[config.mk]
export PLATFORM = sky130hd
export DESIGN_NAME = bitmap_access_sequencer
export DESIGN_NICKNAME = d
export VERILOG_FILES = /design/src/rtl/bitmap_access_sequencer_pkg.sv /design/src/rtl/bitmap_access_sequencer_bm_nibble_merge.sv /design/src/rtl/bitmap_access_sequencer.sv
export SDC_FILE = /design/constraint.sdc
export NUM_CORES = 1
export LEC_CHECK = 0
export ABC_AREA = 1
export CORE_ASPECT_RATIO = 0.5
export CORE_UTILIZATION = 49
export CTS_CLUSTER_DIAMETER = 60
export DETAILED_ROUTE_END_ITERATION = 8
export GPL_ROUTABILITY_DRIVEN = 0
export PLACE_DENSITY = 0.83
export SETUP_SLACK_MARGIN = 0.4
export SYNTH_ARGS = -nofsm -noshare
export SYNTH_HDL_FRONTEND = slang
export SYNTH_SLANG_ARGS = --single-unit
export TNS_END_PERCENT = 30
[constraint.sdc]
create_clock -name clk -period 1.8 [get_ports clk]
set_input_delay 0.36 -clock clk [delete_from_list [all_inputs] [get_ports clk]]
set_output_delay 0.36 -clock clk [all_outputs]
set_load 0.005 [all_outputs]
[src/rtl/bitmap_access_sequencer_pkg.sv]
// Shared types and constants for the bitmap access sequencer: FSM states,
// DRAM address-source encodings and pixel/word geometry.
package bitmap_access_sequencer_pkg;

    typedef enum logic [2:0] {
        ST_IDLE     = 3'd0,
        ST_VID_RD   = 3'd1,
        ST_VID_WAIT = 3'd2,
        ST_BM_RD    = 3'd3,
        ST_BM_WAIT  = 3'd4,
        ST_BM_WR    = 3'd5,
        ST_BM_DONE  = 3'd6
    } state_e;

    localparam logic [1:0] SEL_NONE = 2'd0;
    localparam logic [1:0] SEL_VID  = 2'd1;
    localparam logic [1:0] SEL_BM   = 2'd2;

    localparam int NIB_W  = 4;
    localparam int WORD_W = 16;

endpackage

[src/rtl/bitmap_access_sequencer_bm_nibble_merge.sv]
// Combinational pixel helper: extracts nibble[pix] from a DRAM word and
// builds the same word with nibble[pix] replaced (nibble 0 = bits 3:0).
module bm_nibble_merge
    import bitmap_access_sequencer_pkg::*;
(
    input  logic [WORD_W-1:0] word_i,
    input  logic [1:0]        pix_i,
    input  logic [NIB_W-1:0]  nib_i,
    output logic [NIB_W-1:0]  nib_o,
    output logic [WORD_W-1:0] word_o
);

    // Select and replace the addressed nibble
    always_comb begin
        nib_o  = word_i[3:0];
        word_o = word_i;
        case (pix_i)
            2'd0: begin nib_o = word_i[3:0];   word_o[3:0]   = nib_i; end
            2'd1: begin nib_o = word_i[7:4];   word_o[7:4]   = nib_i; end
            2'd2: begin nib_o = word_i[11:8];  word_o[11:8]  = nib_i; end
            2'd3: begin nib_o = word_i[15:12]; word_o[15:12] = nib_i; end
            default: begin nib_o = 4'h0; word_o = word_i; end
        endcase
    end

endmodule

[src/rtl/bitmap_access_sequencer.sv]
// Arbitrates the bitmap DRAM port between video fetches and CPU pixel
// read / read-modify-write accesses. Optional macro BITMAP_AUTOINC_EN enables
// the X/Y auto-increment pulses; without it inc_x/inc_y are tied low.
module bitmap_access_sequencer
    import bitmap_access_sequencer_pkg::*;
#(
    parameter int RAM_LAT = 1   // legal range 1..3
) (
    input  logic              clk,
    input  logic              RESET,
    input  logic              bm_req,
    input  logic              bm_we,
    input  logic [1:0]        bm_pix,
    input  logic [NIB_W-1:0]  bm_wdata,
    output logic              bm_ack,
    output logic [NIB_W-1:0]  bm_rdata,
    input  logic              vid_req,
    output logic              vid_ack,
    output logic [1:0]        ram_sel,
    output logic              ram_rd,
    input  logic [WORD_W-1:0] ram_rdata,
    output logic              ram_we,
    output logic [WORD_W-1:0] ram_wdata,
    input  logic              x_inc_en,
    input  logic              y_inc_en,
    output logic              inc_x,
    output logic              inc_y,
    output logic              busy
);

    localparam logic [1:0] LAT_LAST = 2'(RAM_LAT - 1);

    state_e              state_q, state_d;
    logic [1:0]          cnt_q, cnt_d;
    logic                last_vid_q, last_vid_d;
    logic                we_q, we_d;
    logic [1:0]          pix_q, pix_d;
    logic [NIB_W-1:0]    wdata_q, wdata_d;
    logic [NIB_W-1:0]    bm_rdata_q, bm_rdata_d;
    logic [WORD_W-1:0]   ram_wdata_q, ram_wdata_d;
    logic [1:0]          ram_sel_q, ram_sel_d;
    logic                ram_rd_q, ram_rd_d;
    logic                ram_we_q, ram_we_d;
    logic                vid_ack_q, vid_ack_d;
    logic                bm_ack_q, bm_ack_d;
    logic                busy_q, busy_d;
    logic [NIB_W-1:0]    rd_nib_s;
    logic [WORD_W-1:0]   merged_word_s;

    bm_nibble_merge u_merge (
        .word_i (ram_rdata),
        .pix_i  (pix_q),
        .nib_i  (wdata_q),
        .nib_o  (rd_nib_s),
        .word_o (merged_word_s)
    );

    // Next-state, arbitration and data capture
    always_comb begin
        state_d     = state_q;
        cnt_d       = cnt_q;
        last_vid_d  = last_vid_q;
        we_d        = we_q;
        pix_d       = pix_q;
        wdata_d     = wdata_q;
        bm_rdata_d  = bm_rdata_q;
        ram_wdata_d = ram_wdata_q;
        case (state_q)
            ST_IDLE: begin
                // Video wins ties unless it had the previous grant
                if (vid_req && (!bm_req || !last_vid_q)) begin
                    state_d    = ST_VID_RD;
                    last_vid_d = 1'b1;
                end else if (bm_req) begin
                    state_d    = ST_BM_RD;
                    last_vid_d = 1'b0;
                    we_d       = bm_we;
                    pix_d      = bm_pix;
                    wdata_d    = bm_wdata;
                end else begin
                    state_d = ST_IDLE;
                end
            end
            ST_VID_RD: begin
                state_d = ST_VID_WAIT;
                cnt_d   = 2'd0;
            end
            ST_VID_WAIT: begin
                if (cnt_q == LAT_LAST) begin
                    state_d = ST_IDLE;
                end else begin
                    cnt_d = cnt_q + 2'd1;
                end
            end
            ST_BM_RD: begin
                state_d = ST_BM_WAIT;
                cnt_d   = 2'd0;
            end
            ST_BM_WAIT: begin
                if (cnt_q != LAT_LAST) begin
                    cnt_d = cnt_q + 2'd1;
                end else if (we_q) begin
                    state_d     = ST_BM_WR;
                    ram_wdata_d = merged_word_s;
                end else begin
                    state_d    = ST_BM_DONE;
                    bm_rdata_d = rd_nib_s;
                end
            end
            ST_BM_WR:   state_d = ST_BM_DONE;
            ST_BM_DONE: state_d = ST_IDLE;
            default:    state_d = ST_IDLE;
        endcase
    end

    // Output decode from the upcoming state so every output is a flop
    always_comb begin
        ram_sel_d = SEL_NONE;
        ram_rd_d  = 1'b0;
        ram_we_d  = 1'b0;
        vid_ack_d = 1'b0;
        bm_ack_d  = 1'b0;
        busy_d    = (state_d != ST_IDLE);
        case (state_d)
            ST_IDLE:     ram_sel_d = SEL_NONE;
            ST_VID_RD:   begin ram_sel_d = SEL_VID; ram_rd_d = 1'b1; end
            ST_VID_WAIT: begin
                ram_sel_d = SEL_VID;
                vid_ack_d = (cnt_d == LAT_LAST);
            end
            ST_BM_RD:    begin ram_sel_d = SEL_BM; ram_rd_d = 1'b1; end
            ST_BM_WAIT:  ram_sel_d = SEL_BM;
            ST_BM_WR:    begin ram_sel_d = SEL_BM; ram_we_d = 1'b1; end
            ST_BM_DONE:  bm_ack_d = 1'b1;
            default:     ram_sel_d = SEL_NONE;
        endcase
    end

    // State, request latches and registered outputs
    always_ff @(posedge clk or posedge RESET) begin
        if (RESET) begin
            state_q     <= ST_IDLE;
            cnt_q       <= 2'd0;
            last_vid_q  <= 1'b0;
            we_q        <= 1'b0;
            pix_q       <= 2'd0;
            wdata_q     <= 4'h0;
            bm_rdata_q  <= 4'h0;
            ram_wdata_q <= 16'h0000;
            ram_sel_q   <= SEL_NONE;
            ram_rd_q    <= 1'b0;
            ram_we_q    <= 1'b0;
            vid_ack_q   <= 1'b0;
            bm_ack_q    <= 1'b0;
            busy_q      <= 1'b0;
        end else begin
            state_q     <= state_d;
            cnt_q       <= cnt_d;
            last_vid_q  <= last_vid_d;
            we_q        <= we_d;
            pix_q       <= pix_d;
            wdata_q     <= wdata_d;
            bm_rdata_q  <= bm_rdata_d;
            ram_wdata_q <= ram_wdata_d;
            ram_sel_q   <= ram_sel_d;
            ram_rd_q    <= ram_rd_d;
            ram_we_q    <= ram_we_d;
            vid_ack_q   <= vid_ack_d;
            bm_ack_q    <= bm_ack_d;
            busy_q      <= busy_d;
        end
    end

    assign bm_ack    = bm_ack_q;
    assign bm_rdata  = bm_rdata_q;
    assign vid_ack   = vid_ack_q;
    assign ram_sel   = ram_sel_q;
    assign ram_rd    = ram_rd_q;
    assign ram_we    = ram_we_q;
    assign ram_wdata = ram_wdata_q;
    assign busy      = busy_q;

`ifdef BITMAP_AUTOINC_EN
    // Counters step in the ack cycle, after ram_sel has released the address
    assign inc_x = bm_ack_q & x_inc_en;
    assign inc_y = bm_ack_q & y_inc_en;
`else
    logic unused_inc_en_s;
    assign unused_inc_en_s = x_inc_en | y_inc_en;
    assign inc_x = 1'b0;
    assign inc_y = 1'b0;
`endif

endmodule

==> results.py, run 1 <==
metrics = {
    "sta": {
        "fin_skew_ns": 0.005483,
        "grt_setup_unrepaired": "true",
        "fin_tns_setup_ns": 0,
        "fmax_ghz": 0.6675,
        "post-route-period-util": 0.8324,
        "fin_ws_ns": 0.3018,
        "hold_violations": 0,
        "period_needed_ns": 1.498,
        "setup_violations": 0,
        "drv_slew": 0,
    },
    "floorplan": {
        "die_w_um": 90.83,
        "ios": 58,
        "core_um2": 3603,
        "std_cell_rows": 15,
        "initial_core_util": 0.5365,
        "die_area_um2": 4216,
        "die_y_um": 46.42,
    },
    "global_routing": {
        "antenna_found_initial": 0,
        "grt_pass1_vias": 1591,
        "grt_overflow": 0,
        "grt_pass1_wl_um": 6672,
        "grt_max_degree": 41,
        "track_usage": 0.2117,
    },
    "yosys": {
        "syn_area_um2": 1933,
        "syn_inst": 235,
        "synth_area_leaders": "dfrtp_1 (52%), nand2_1 (12%), inv_1 (5.4%), o21ai_0 (5.2%), o21ai_1 (4.4%)",
        "synth_top_cell_by_area": "dfrtp_1",
        "synth-compound-area-share": 0.1573,
        "synth_area_per_cell_um2": 8.226,
        "async_reset_ff_frac": 1.000,
        "yosysTopAreaCellShare": 0.5178,
        "synth_common_cells": "nand2_1 (64), dfrtp_1 (40), inv_1 (28), o21ai_0 (20)",
        "synth_top_flop_cell": "dfrtp_1",
        "yosys-mux-area-fraction": 0,
        "synth_fa_ha_area_frac": 0.01942,
        "ys_seq_area_frac": 0.5178,
        "synth_edf_count": 0,
        "synth_top_family_by_area": "simple AND/OR/NAND/NOR gates",
        "synth_seq_cells": 40,
        "synth.most_common_cell": "nand2_1",
        "yosysUniqueCellTypes": 24,
        "synth_simple_gate_area_frac": 0.2006,
        "synth_xor_area_frac": 0,
        "yosys_warnings": 0,
    },
    "routing": {
        "dr.pass1.iters": 4,
        "drc_errors": 0,
        "drt_wl_total_um": 4145,
        "vias_per_cell": 4.940,
        "num_vias": 1719,
        "drt_iter0_drc": 70,
        "wl_per_cell_um": 11.91,
        "ant_nets": 0,
    },
    "setup_path": {
        "cp_num_buf_inv": 1,
        "cp_top_family": "buffers and inverters",
        "crit_fanout": 2,
        "cp_slowest_stage_delay_ns": 0.50,
        "required_ns": 1.44,
        "crit_type": "reg2out",
        "r2r_cells": 7,
        "critPathSlowestCell": "clkdlybuf4s50_1",
        "cp_num_cells": 1,
        "end_kind": "primary output",
        "path_cells": "clkdlybuf4s50_1",
        "arrival_ns": 1.14,
        "setup.worst_path.start_class": "flop",
        "r2r_slack_ns": 0.39,
    },
    "cts": {
        "ctsHoldBuffers": 0,
        "clk_pin_slew_ns": 0.08,
        "cts_root_buf": "clkbuf_8",
        "insertion_delay_ns": 0.29,
        "clock-sinks": 40,
        "cts-htree-levels": 2,
        "cts_made_buffers": 5,
        "cts_tree": "built",
        "clockBufferDepth": 2,
    },
    "hold_path": {
        "holdCritPathClass": "in2async",
    },
    "pwr": {
        "powerDensity_nw_per_um2": 1587,
        "leakage_uw": 0.001378,
        "p_sw_frac": 0.3670,
        "pwr-share-seq": 0.357,
        "p_clk_frac": 0.172,
        "intPower_uw": 2679,
        "comb_power_share": 0.471,
        "peakVddDrop_mv": 0.9102,
        "p_switching_uw": 1553,
    },
    "placed_design": {
        "port_buffers": 53,
        "dp_hpwl_um": 3015,
        "place_ws_ns": 0.2095,
    },
    "run_status": {
        "outcome": "finished, final reports clean",
    },
    "layout": {
        "drive_gt1_frac": 0.1212,
        "utilization": 0.7399,
        "synthToLayoutAreaGrowth_pct": 37.93,
        "fill_cells": 281,
        "nNetsFinal": 328,
        "antenna_cells": 0,
    },
    "flow_run": {
        "maxCapViolations": 0,
    },
}
-- power groups by stage --
stage | Clock [µW] | Combinational (µW) | Sequential [µW]
2_1_floorplan | 0 | 1100 | 1540
3_3_place_gp | 0 | 1890 | 1520
3_5_place_dp | 0 | 1950 | 1530
4_1_cts | 735 | 1960 | 1510
5_1_grt | 766 | 2240 | 1560
6_report | 728 | 1990 | 1510
-- state kept, by name (all words and copies together) (netlist names), 2 cells and up --
name       count
ram_wdata     16
bm_rdata       4
wdata_q        4
state_q        3
cnt_q          2
pix_q          2
ram_sel        2
-- cells in the final DEF (no fill, tap or decap) --
cell type / netlist / routed
nand2_2: 1 / 1
o21ai_0: 20 / 20
bufinv_16: 0 / 1
clkbuf_8: 0 / 5
clkinvlp_4: 0 / 1
dlymetal6s2s_1: 0 / 9
buf_6: 1 / 1
conb_1: 1 / 2
nor2_2: 2 / 3
and2_4: 1 / 1
clkinv_2: 0 / 1
nand3_2: 1 / 2
o21ai_1: 17 / 17
nand4_1: 1 / 1
a21oi_1: 7 / 7
buf_4: 3 / 10
inv_1: 28 / 28
nand3_1: 7 / 6
inv_2: 3 / 3
nor2_1: 17 / 16
ha_1: 3 / 3
dlygate4sd2_1: 0 / 8
o21ai_2: 7 / 7
clkdlybuf4s50_1: 0 / 36
nand2_1: 64 / 64
dfrtp_1: 40 / 40
nor3_1: 1 / 1
o211ai_1: 3 / 3
-- layout make-up --
class                           count  area [µm²]  area share
Multi-Input combinational cell    154       744.5      0.2792
Timing Repair Buffer               64       629.4      0.2360
Inverter                           31       116.4     0.04364
Clock inverter                      3       42.54     0.01595
Sequential cell                    40        1001      0.3754
Clock buffer                        5       68.82     0.02581
Tap cell                           51       63.81     0.02393
-- tightest hold or removal path, delay by kind of cell --
| kind | cells | cell delay (ns) |
|---|---|---|
| buffers and inverters | 3 | 0.86 |
-- cells by family after synthesis --
logic type | after synthesis
buf+inv | 42
fa+ha+maj | 3
other cells | 1
simple gates | 95
compound gates | 54
flops | 40
-- path summary, 6_finish.rpt --
check,start,end
max,ram_wdata[8],ram_wdata[8]
min,RESET,busy
max reg2reg,cnt_q[1],busy
min reg2reg,bm_rdata[2],bm_rdata[2]
max in group asynchronous,RESET,state_q[1]
min in group clk,bm_rdata[2],bm_rdata[2]
-- stage by stage --
step | hold WS (ns) | instances | total power [µW] | area (µm²)
6_report | 0.4780 | 348 | 4232 | 2666
5_1_grt | 0.5122 | 348 | 4562 | 2666
4_1_cts | 0.4933 | 345 | 4209 | 2610
3_5_place_dp | 0.4729 | 333 | 3479 | 2479
3_3_place_gp | 0.4711 | 333 | 3405 | 2479
2_1_floorplan | 0.4727 | 236 | 2641 | 1937
-- per-layer routing --
| layer | vias up | track usage | part of all wire |
|---|---|---|---|
| met5 | - | 0 | 0 |
| met4 | 0 | 0.08889 | 0.012 |
| li1 | 854 | - | - |
| met3 | 7 | 0.05281 | 0.053 |
| met1 | 810 | 0.2497 | 0.45 |
| met2 | 48 | 0.3879 | 0.49 |
-- timing repair --
action                     in CTS  in global routing
buffers inserted                4                  3
gates resized for setup         8                 12
hold endpoints to repair        0                  0
setup endpoints to repair      29                 41
No activity file was read; power rests on OpenSTA's default activity.
==> run 2, diff against run 1 <==
--- a/config.mk
+++ b/config.mk
@@ -7,11 +7,11 @@
 export LEC_CHECK = 0
 export ABC_AREA = 1
 export CORE_ASPECT_RATIO = 0.5
-export CORE_UTILIZATION = 49
+export CORE_UTILIZATION = 47
 export CTS_CLUSTER_DIAMETER = 60
 export DETAILED_ROUTE_END_ITERATION = 8
 export GPL_ROUTABILITY_DRIVEN = 0
-export PLACE_DENSITY = 0.83
+export PLACE_DENSITY = 0.8
 export SETUP_SLACK_MARGIN = 0.4
 export SYNTH_ARGS = -nofsm -noshare
 export SYNTH_HDL_FRONTEND = slang
==> constraint.sdc (replaced) <==
create_clock -name clk -period 1.5 [get_ports clk]
set_input_delay 0.3 -clock clk [delete_from_list [all_inputs] [get_ports clk]]
set_output_delay 0.3 -clock clk [all_outputs]
set_load 0.005 [all_outputs]
==> run 2 against run 1 <==
- the run now ends with DRC left
- count of clock-buffer cells in the layout up 1
- total power grew 29%
- worst hold slack got worse by 0.11 ns
- die area is 4.1% higher
==> results.py, run 2 (same netlist as run 1, synthesis figures left out) <==
metrics = {
    "cts": {
        "clockBufferDepth": 2,
        "cts_tree": "built",
        "insertion_delay_ns": 0.30,
        "clk_pin_slew_ns": 0.08,
        "clock-sinks": 40,
        "cts-htree-levels": 2,
        "cts_root_buf": "clkbuf_8",
        "cts_made_buffers": 5,
    },
    "pwr": {
        "comb_power_share": 0.526,
        "power_uw": 5462,
        "p_clk_frac": 0.138,
        "peakVddDrop_mv": 0.9510,
        "p_switching_uw": 2207,
        "powerDensity_nw_per_um2": 1914,
        "p_sw_frac": 0.4042,
        "intPower_uw": 3254,
        "pwr-share-seq": 0.336,
        "leakage_uw": 0.001436,
    },
    "placed_design": {
        "dp_hpwl_um": 3171,
        "port_buffers": 53,
    },
    "layout": {
        "antenna_cells": 0,
        "largest_reg_flops": 16,
        "final_common_cell": "nand2_1",
        "drive_gt1_frac": 0.2871,
        "synthToLayoutAreaGrowth_pct": 47.64,
        "most-common-layout-cells": "nand2_1 (63), dfrtp_1 (39), clkdlybuf4s50_1 (26)",
        "nNetsFinal": 348,
    },
    "routing": {
        "drt_wl_total_um": 5626,
        "num_vias": 1915,
        "dr.pass1.iters": 7,
        "wl_per_cell_um": 15.16,
        "vias_per_cell": 5.162,
        "drc_errors": 1,
        "drt_iter0_drc": 118,
        "ant_nets": 0,
    },
    "setup_path": {
        "critPathSlowestCell": "dfrtp_1",
        "setup.worst_path.start_class": "flop",
        "path_cells": "inv_2, nand2_1, nor2_4, nand3_4, clkbuf_16, nand2_1, o21ai_1",
        "end_kind": "flop",
        "crit_type": "reg2reg",
        "cp_slowest_stage_delay_ns": 0.44,
        "crit_fanout": 8,
        "arrival_ns": 1.57,
        "r2r_slack_ns": 0.11,
        "cpMostUsedCell": "nand2_1",
        "required_ns": 1.68,
    },
    "global_routing": {
        "grt_max_degree": 34,
        "grt_overflow": 0,
        "grt_pass1_wl_um": 7362,
        "track_usage": 0.2265,
        "antenna_found_initial": 0,
        "grt_pass1_vias": 1645,
    },
    "sta": {
        "fin_tns_setup_ns": 0,
        "grt_setup_unrepaired": "true",
        "drv_slew": 0,
        "period_needed_ns": 1.392,
        "setup_violations": 0,
        "fin_skew_ns": 0.008681,
        "fmax_ghz": 0.7183,
        "post-route-period-util": 0.9281,
        "hold_violations": 0,
    },
    "floorplan": {
        "ios": 58,
        "die_y_um": 47.35,
        "std_cell_rows": 16,
        "die_area_um2": 4389,
        "core_um2": 3924,
        "die_w_um": 92.70,
        "initial_core_util": 0.4927,
    },
    "run_status": {
        "violations": "DRC",
        "outcome": "finished with violations",
    },
    "flow_run": {
        "maxCapViolations": 0,
    },
    "hold_path": {
        "holdCritPathClass": "in2async",
    },
}
[run 2: metal layers]
metal  wire length [µm]  vias to the layer above  GRT usage
li1                   -                      904          -
met5                  0                        -          0
met1               2320                      921     0.2838
met3                308                       11    0.05663
met2               2931                       79     0.4074
met4                 65                        0    0.06769
[run 2: critical path: cells and delay by family (launching register included)]
family                 cells  cell delay (ns)
buffers and inverters      2             0.33
flip-flops                 1             0.44
AO/OA/AOI/OAI              1             0.06
AND/OR/NAND/NOR            4             0.46
[run 2: through the flow]
step / cell area, µm² / util / cells / setup slack, ns / hold slack [ns]
4_1_cts: 2639 / 0.6725 / 359 / 0.2079 / 0.3420
5_1_grt: 2854 / 0.7274 / 371 / 0.04359 / 0.3692
6_report: 2854 / 0.7274 / 371 / 0.1078 / 0.3632
2_1_floorplan: 1941 / - / 236 / 0.3310 / 0.2788
3_5_place_dp: 2519 / 0.6419 / 337 / 0.01105 / 0.4764
3_3_place_gp: 2519 / 0.6419 / 337 / 0.02963 / 0.4734
[run 2: path summary, 6_finish.rpt]
| check | from | end | depth (start not counted) |
|---|---|---|---|
| worst max-delay path | state_q[1] | ram_wdata[7] | 7 |
| worst min-delay path | RESET | ram_sel[0] | 2 |
| worst max register to register | state_q[1] | ram_wdata[7] | 7 |
| worst min register to register | ram_wdata[12] | ram_wdata[12] | 2 |
| max in group asynchronous | RESET | pix_q[1] | 3 |
| min in group clk | ram_wdata[12] | ram_wdata[12] | 2 |
[run 2: power groups by stage]
stage               Clock (µW)  Combinational (µW)  Sequential, µW
floorplan                    0                1320            1850
global placement             0                2310            1820
detailed placement           0                2390            1850
CTS                        751                2410            1790
global route               805                3140            1890
finish                     754                2870            1830
[run 2: cell type report]
class                      count  area (µm²)
multi-input combinational    155       825.8
clock buffer                   6       82.58
timing repair buffer          83       743.2
inverter                      31       122.6
fill                         279        1070
sequential                    40        1002
tap                           54       67.56
clock inverter                 2       10.01
[run 2: timing repair]
item,CTS,global route
setup buffers,13,7
endpoints found under the setup margin,64,67
pin swaps,6,6
resized for setup,87,22
gates cloned,1,5
hold buffers,0,0
